File: config.mk
export PLATFORM = sky130hd
export DESIGN_NAME = fifo_wr_arb
export DESIGN_NICKNAME = d
export VERILOG_FILES = /design/src/rtl/fifo_wr_arb.sv
export SDC_FILE = /design/constraint.sdc
export NUM_CORES = 1
export LEC_CHECK = 0
export CAP_MARGIN = 0
export CORE_UTILIZATION = 41
export CTS_CLUSTER_DIAMETER = 50
export DETAILED_ROUTE_END_ITERATION = 12
export GPL_ROUTABILITY_DRIVEN = 0
export PLACE_DENSITY = 0.9
export SYNTH_ARGS = -nofsm -noshare
export SYNTH_HDL_FRONTEND = slang
export SYNTH_SLANG_ARGS = --single-unit
File: constraint.sdc
create_clock -name wclk -period 5.1 [get_ports wclk]
set_clock_uncertainty 0.2 [all_clocks]
set_input_delay 1.02 -clock wclk [delete_from_list [all_inputs] [get_ports wclk]]
set_output_delay 1.02 -clock wclk [all_outputs]
set_load 0.05 [all_outputs]
File: src/rtl/fifo_wr_arb.sv
// fifo_wr_arb
//   Round-robin arbiter sharing a single async-FIFO write port among NREQ
//   requesters in the write clock domain. A grant lasts a whole burst. The
//   burst ends on one of three events:
//     - an accepted beat flagged last,
//     - an accepted beat that reaches MAX_BURST beats,
//     - the granted requester dropping req (no write in that cycle).
//   Every write is gated against wfull, so a write into a full FIFO cannot occur.
//
//   Optional feature, FIFO_WR_ARB_STALL_CNT_EN:
//     Adds the stall_clr input and the stall_cnt[15:0] output. stall_cnt is a
//     saturating count of cycles in which the granted requester was held off
//     by wfull. stall_clr clears it synchronously and takes priority over the
//     increment.
//
// Ports
//   wclk      in   write-domain clock
//   wrst      in   asynchronous active-high reset
//   req       in   [NREQ]        per-requester valid, held while data is presented
//   req_last  in   [NREQ]        per-requester last-beat flag, qualified by req
//   req_data  in   [NREQ*DSIZE]  requester i data in bits [i*DSIZE +: DSIZE]
//   req_ack   out  [NREQ]        one-hot, high in the cycle requester i's beat is written
//   gnt       out  [NREQ]        registered one-hot grant, zero when idle
//   busy      out                high while a burst is granted
//   wfull     in                 FIFO full flag (registered in wclk domain)
//   winc      out                FIFO write enable
//   wdata     out  [DSIZE]       FIFO write data
//   stall_clr in                 (macro only) synchronous clear of stall_cnt
//   stall_cnt out  [16]          (macro only) saturating stall-cycle count
module fifo_wr_arb #(
  parameter int DSIZE     = 8,
  parameter int NREQ      = 4,
  parameter int MAX_BURST = 8
) (
  input  logic                  wclk,
  input  logic                  wrst,
  input  logic [NREQ-1:0]       req,
  input  logic [NREQ-1:0]       req_last,
  input  logic [NREQ*DSIZE-1:0] req_data,
  output logic [NREQ-1:0]       req_ack,
  output logic [NREQ-1:0]       gnt,
  output logic                  busy,
  input  logic                  wfull,
  output logic                  winc,
  output logic [DSIZE-1:0]      wdata
`ifdef FIFO_WR_ARB_STALL_CNT_EN
  ,
  input  logic                  stall_clr,
  output logic [15:0]           stall_cnt
`endif
);

  localparam int PW = $clog2(NREQ);
  localparam int CW = (MAX_BURST > 1) ? $clog2(MAX_BURST) : 1;
  localparam int unsigned NR = NREQ;

  typedef enum logic {IDLE, BURST} state_t;

  state_t          state_q, state_d;
  logic [NREQ-1:0] gnt_q, gnt_d;
  logic [PW-1:0]   gidx_q, gidx_d;
  logic [PW-1:0]   rr_ptr_q, rr_ptr_d;
  logic [CW-1:0]   beat_cnt_q, beat_cnt_d;

  logic [PW-1:0]    sel;
  logic             sel_vld;
  logic [DSIZE-1:0] gdata;
  logic             in_burst;
  logic             accept;
  logic             last_beat;
  logic [PW-1:0]    rr_next;

  assign in_burst  = (state_q == BURST);
  assign accept    = in_burst & req[gidx_q] & ~wfull;
  assign last_beat = req_last[gidx_q] | (beat_cnt_q == CW'(MAX_BURST - 1));
  // Explicit wrap so that non-power-of-two NREQ returns to index 0.
  assign rr_next   = (gidx_q == PW'(NREQ - 1)) ? '0 : gidx_q + 1'b1;

  // First requester at or above rr_ptr_q, wrapping at NREQ.
  always_comb begin
    int unsigned idx;
    logic [PW-1:0] idx_p;
    sel     = '0;
    sel_vld = 1'b0;
    idx     = 0;
    idx_p   = '0;
    for (int unsigned i = 0; i < NR; i++) begin
      idx = 32'(rr_ptr_q) + i;
      if (idx >= NR) idx = idx - NR;
      idx_p = PW'(idx);
      if (!sel_vld && req[idx_p]) begin
        sel_vld = 1'b1;
        sel     = idx_p;
      end
    end
  end

  always_comb begin
    gdata = '0;
    for (int unsigned i = 0; i < NR; i++) begin
      if (gidx_q == PW'(i)) gdata = req_data[i*DSIZE +: DSIZE];
    end
  end

  always_comb begin
    state_d    = state_q;
    gnt_d      = gnt_q;
    gidx_d     = gidx_q;
    rr_ptr_d   = rr_ptr_q;
    beat_cnt_d = beat_cnt_q;
    unique case (state_q)
      IDLE: begin
        if (sel_vld) begin
          state_d    = BURST;
          gidx_d     = sel;
          gnt_d      = '0;
          gnt_d[sel] = 1'b1;
          beat_cnt_d = '0;
        end
      end
      BURST: begin
        // Abandon and accepted-final-beat share one exit path.
        if (!req[gidx_q] || (accept && last_beat)) begin
          state_d    = IDLE;
          gnt_d      = '0;
          rr_ptr_d   = rr_next;
          beat_cnt_d = '0;
        end else if (accept) begin
          beat_cnt_d = beat_cnt_q + 1'b1;
        end
      end
      default: state_d = IDLE;
    endcase
  end

  always_ff @(posedge wclk or posedge wrst) begin
    if (wrst) begin
      state_q    <= IDLE;
      gnt_q      <= '0;
      gidx_q     <= '0;
      rr_ptr_q   <= '0;
      beat_cnt_q <= '0;
    end else begin
      state_q    <= state_d;
      gnt_q      <= gnt_d;
      gidx_q     <= gidx_d;
      rr_ptr_q   <= rr_ptr_d;
      beat_cnt_q <= beat_cnt_d;
    end
  end

  assign gnt     = gnt_q;
  assign busy    = in_burst;
  assign winc    = accept;
  assign wdata   = in_burst ? gdata : '0;
  assign req_ack = accept ? gnt_q : '0;

`ifdef FIFO_WR_ARB_STALL_CNT_EN
  logic [15:0] stall_cnt_q, stall_cnt_d;

  always_comb begin
    stall_cnt_d = stall_cnt_q;
    if (stall_clr) begin
      stall_cnt_d = '0;
    end else if (in_burst && req[gidx_q] && wfull && (stall_cnt_q != '1)) begin
      stall_cnt_d = stall_cnt_q + 16'd1;
    end
  end

  always_ff @(posedge wclk or posedge wrst) begin
    if (wrst) stall_cnt_q <= '0;
    else      stall_cnt_q <= stall_cnt_d;
  end

  assign stall_cnt = stall_cnt_q;
`endif

endmodule
# After elaboration in Yosys (flattened, before gate mapping)
# Cells that the tools add are included.
# totals
input_bits	43
out_inout_bits	18
register_bits	12
# op_classes
bitwise_logic	5
add_sub_neg	9
mux	43
eq_ne	7
order_cmp	11
n_reduce_logical	15
# op_table
operator	n
$mux W8	5
$lt A2 B3 Y1 const B	6
$mux W2	9
$mux W1	13
$bmux W1 S2	6
$mux W4	3
$ge A3 B3 Y1 const B	3
$mux W3	3
$pmux W4 S2	1
$reduce_and A2 Y1	4
$sub A2 B1 Y2 const B	4
$add A2 B2 Y3 const B	2
$pmux W3 S2	1
$logic_and A1 B1 Y1	5
$eq A2 B2 Y1 const B	2
$logic_not A1 Y1	4
$add A2 B1 Y3 const B	1
$add A3 B1 Y3 const B	1
$eq A3 B3 Y1 const B	1
$ge A2 B3 Y1 const B	1
$ne A3 B1 Y1 const B	1
$add A2 B1 Y2 const B	1
$and A1 B1 Y1	2
$demux W1 S2	1
other kinds (9)	10

# Logic depth before layout (Yosys ltp)
# logic_depth
depth_word	20
depth_mapped	8
ltp_nobuf	6

# Least setup slack after synthesis
# OpenSTA, ideal clock, no wires.
# synth_timing
path_kind	input -> output
startpoint	input req[1]
endpoint	output req_ack[0]
cell_stages	4
slack_ns	1.210
t_arrival_ns	2.670
path_cell_list	mux4_2 > nand2_2 > nor2_1 > and2_1
# synth_via
elab_chain_len	5
# synth_lines
element	line	rtl
from (decl)	37	input logic [NREQ-1:0] req,
$bmux W1 S2	74	assign accept = in_burst & req[gidx_q] & ~wfull;
$mux W1 (implied by the code)	74	
$and A1 B1 Y1 (2 in a row)	74	
named net winc	44	output logic winc,
$mux W4	156	assign req_ack = accept ? gnt_q : '0;
to (decl)	40	output logic [NREQ-1:0] req_ack,
# The timed path passes the listed nets, and every way through them passes these cells. The select of a mux whose other input is x is not followed.

# Worst setup path in the final report
# layout_timing
startpoint	input req[3]
endpoint	output req_ack[1]
# layout_via
elab_chain_len	5
# layout_lines
element	line
$bmux W1 S2	74
$mux W1 (implied by the code)	74
$and A1 B1 Y1 (2 in a row)	74
$mux W4	156
# Every way passes these cells. The select of a mux whose other input is x is not followed.

==> results by group <==
Run status
  – Status: completed

Global route
  – Vias in the first global route: ~1.1k
  – Wire length of the first global-routing pass: approximately 4.7 mm
  – Pin count of the biggest net entering global routing: 18
  – Congestion Overflow GR: 0
  – Combined global-route utilization of all metal layers: 0.223
  – Antenna violations before repair: 0

Setup path
  – Maximum fanout along the worst path: 6
  – Crit. Startpoint: req[3]
  – Worst reg2reg path startpoint: beat_cnt_q[0]
  – Flop-to-flop setup slack: 3.10 ns
  – Reg-to-reg critical path endpoint: rr_ptr_q[0]
  – Worst EP required: 3.88 ns
  – Slowest Stage Delay on Critical Path: about 0.8 ns
  – Length in cells of the worst reg-to-reg path: 6
  – WP data arrival: 3.23 ns
  – Kind of start point of the critical path: primary input
  – Capture point of the critical path: req_ack[1]
  – Crit path kind: primary input to output pin
  – Master of the slowest instance on the critical path: sky130_fd_sc_hd__clkdlybuf4s50_1
  – Setup crit end kind: output pin
  – Critical Path Most Common Cell: sky130_fd_sc_hd__clkdlybuf4s50_1
  – Chain of cells forming the critical path: clkdlybuf4s50_1 -> mux4_2 -> nand2_2 -> nor2_1 -> and2_1 -> clkdlybuf4s50_1

Clocking
  – CTS H-Tree Depth: 1
  – Largest buffer count on any clock path: 2
  – Clock slew at the register clock pins of the worst setup and hold paths: 0.08 ns
  – Root Buffer: sky130_fd_sc_hd__clkbuf_4
  – Setup fix buffers added after clock tree synthesis: 0
  – Clock sink count: 12
  – Hold bufs inserted after CTS: 0
  – CTS tree: built
  – Number of buffers added by the clock tree synthesis step: 3
  – Skew-Pair Late Insertion Delay: 0.28 ns
  – Post_cts resized: 0

Timing
  – Final critical-path setup slack: 0.648 ns
  – Number of endpoints with negative hold slack in the final report: 0
  – Final critical path time including I/O delays and setup: 4.45 ns
  – # setup viols final: 0
  – Highest Clock Rate: around 0.22 GHz
  – Count of pins over their slew limit: 0
  – Headroom to the max-slew limit: 0.576
  – Final clock period utilization by the worst path: 0.873
  – Sum Neg Setup Slack: 0 ns
  – Setup repair after global routing missed its margin: false
  – Transition time of the tightest slew-check pin: 0.631 ns

Logic synthesis
  – Mapped cell area: 1070 sq um
  – Cell taking the most area after synthesis: sky130_fd_sc_hd__dfrtp_1
  – Synth warn: 0
  – Seq/Total Area, Yosys: 0.281
  – Area fraction of the dominant cell type after synthesis: 0.281
  – Count of unique library cells instantiated by Yosys: 34
  – Mapped Cells: between 100 and 150
  – Syn nets: 171
  – Cells taking the most area after synthesis: sky130_fd_sc_hd__dfrtp_1 28%, sky130_fd_sc_hd__a211o_1 7.4%, sky130_fd_sc_hd__ha_1 7.0%, sky130_fd_sc_hd__a221oi_1 5.7%, sky130_fd_sc_hd__inv_1 5.6%
  – Mean cell area of the mapped netlist: a little under 9 sq um
  – Count of state elements after synthesis: 12

Layout
  – Most common cell after layout, fill and taps aside: sky130_fd_sc_hd__clkdlybuf4s50_1
  – Multi-input logic area: 676 sq um
  – Fraction of final layout cells with drive strength greater than 1: 0.0894
  – Most used cells in the layout excluding fill and tap cells: 60 x sky130_fd_sc_hd__clkdlybuf4s50_1, 16 x sky130_fd_sc_hd__inv_1, 12 x sky130_fd_sc_hd__dfrtp_1
  – Register Area: 300 sq um
  – Area added between synthesis and finish: 59.9%
  – Final layout net count: 229
  – Total inserted antenna cells: 0
  – Fillers: 197

Min path
  – Tightest Hold Check Type: flip-flop to flip-flop
  – Hold Startpoint: beat_cnt_q[1]

Floorplan
  – Die extent in y: 53.1 microns
  – Initial Utilization: 0.432
  – Overall die width: 53.1 microns
  – Number of core rows: 18
  – Die Footprint: 2820 sq um
  – Area of the core: around 2500 sq um
  – Top-Level Pins: 61

Place
  – Buffers on Ports: 60
  – Detail Placement HPWL: 2.40 mm
  – Worst setup timing slack at the placement stage: 0.646 ns

Power and ir drop
  – Lkg Pwr: roughly 0.75 nW
  – Power density over the cells: 611 nW/um^2
  – Highest ir drop seen on vdd: between 0.4 and 0.5 mV

Drt
  – Via density per instance: between 5 and 6
  – DR WL/cell: roughly 15 microns
  – Count of unresolved DRC violations after routing: 0
  – Wirelength, routed: 3.08 mm
  – Post-route ant nets: 0
  – Via count: 1195
  – DRC violation total after the first TritonRoute iteration: 13
  – Total iterations of the first detailed-routing run: 4

Flow run
  – Max-cap violations: 0
-- per-stage QoR --
step	utilization	area [sq um]	power, mW	cells	hold WS (ns)
floorplan	-	1070	0.748	122	0.277
global placement	0.676	1670	0.949	205	0.292
detailed placement	0.676	1670	0.966	205	0.304
CTS	0.690	1710	1.05	209	0.324
global route	0.690	1710	1.11	209	0.337
finish	0.690	1710	1.05	209	0.322
-- report_power, final --
group          leakage (nW)  total, mW  switching (mW)  internal [mW]
combinational         0.577      0.785           0.468          0.317
sequential            0.155      0.181          0.0492          0.132
clock                0.0210     0.0789          0.0355         0.0435
total                 0.753       1.05           0.553          0.492
-- critical path, delay by kind of cell --
| kind | cells | cell delay (ns) |
|---|---|---|
| buf+inv | 2 | 1.38 |
| mux | 1 | 0.31 |
| simple gates | 3 | 0.53 |
-- registers in the layout, indices dropped and copies added, names as in the netlist --
name        cells
gidx_q          2
gnt             4
rr_ptr_q        2
busy            1
beat_cnt_q      3
-- how the worst min path moves through the flow --
stage / endpoint / slack [ns] / cells past startpoint
6_report: beat_cnt_q[1] / 0.32 / 1
5_1_grt: beat_cnt_q[2] / 0.34 / 1
4_1_cts: beat_cnt_q[1] / 0.32 / 1
3_5_place_dp: beat_cnt_q[1] / 0.30 / 1
3_3_place_gp: beat_cnt_q[1] / 0.29 / 1
2_1_floorplan: beat_cnt_q[1] / 0.28 / 1
-- area by class of cell --
type | instances | area share
Timing Repair Buffer | 60 | 0.351
Multi-Input combinational cell | 87 | 0.395
Clock buffer | 4 | 0.0212
Tap cell | 30 | 0.0219
Inverter | 16 | 0.0351
Sequential cell | 12 | 0.176
-- Yosys cell counts --
master	number
sky130_fd_sc_hd__mux2_2	1
sky130_fd_sc_hd__a22oi_2	2
sky130_fd_sc_hd__nor2b_1	2
sky130_fd_sc_hd__inv_1	16
sky130_fd_sc_hd__o21ai_0	2
sky130_fd_sc_hd__and2_2	1
sky130_fd_sc_hd__nor4_1	1
sky130_fd_sc_hd__a22o_1	2
sky130_fd_sc_hd__mux2i_1	3
sky130_fd_sc_hd__a211oi_1	2
sky130_fd_sc_hd__o211ai_1	1
sky130_fd_sc_hd__o22ai_1	1
sky130_fd_sc_hd__nor2_1	5
sky130_fd_sc_hd__dfrtp_1	12
sky130_fd_sc_hd__a21oi_1	11
sky130_fd_sc_hd__a31oi_2	1
sky130_fd_sc_hd__mux2_4	2
sky130_fd_sc_hd__o21ai_2	1
sky130_fd_sc_hd__a211o_1	9
sky130_fd_sc_hd__a21o_1	2
sky130_fd_sc_hd__buf_6	1
sky130_fd_sc_hd__a32o_1	2
sky130_fd_sc_hd__nand2_1	9
sky130_fd_sc_hd__nor4_2	1
sky130_fd_sc_hd__clkbuf_1	6
sky130_fd_sc_hd__nor2_2	1
sky130_fd_sc_hd__nand2b_1	2
sky130_fd_sc_hd__nand2_2	1
sky130_fd_sc_hd__a221oi_1	7
sky130_fd_sc_hd__o2bb2ai_1	2
sky130_fd_sc_hd__and2_1	5
sky130_fd_sc_hd__and3b_1	1
sky130_fd_sc_hd__ha_1	6
sky130_fd_sc_hd__mux4_2	1
-- cells by family after synthesis --
family          after synthesis  synth area share
fa+ha+maj                     6            0.0702
compound gates               45             0.327
mux                           7            0.0877
simple gates                 29             0.146
buf+inv                      23            0.0877
flops                        12             0.281
-- layer usage --
metal / part of all wire / global-route usage / vias up
li1: - / - / 562
met1: 0.40 / 0.244 / 547
met2: 0.47 / 0.426 / 75
met3: 0.12 / 0.0546 / 11
met4: 0.012 / 0.0482 / 0
met5: 0 / 0 / -
(Power assumes the default switching activity.)
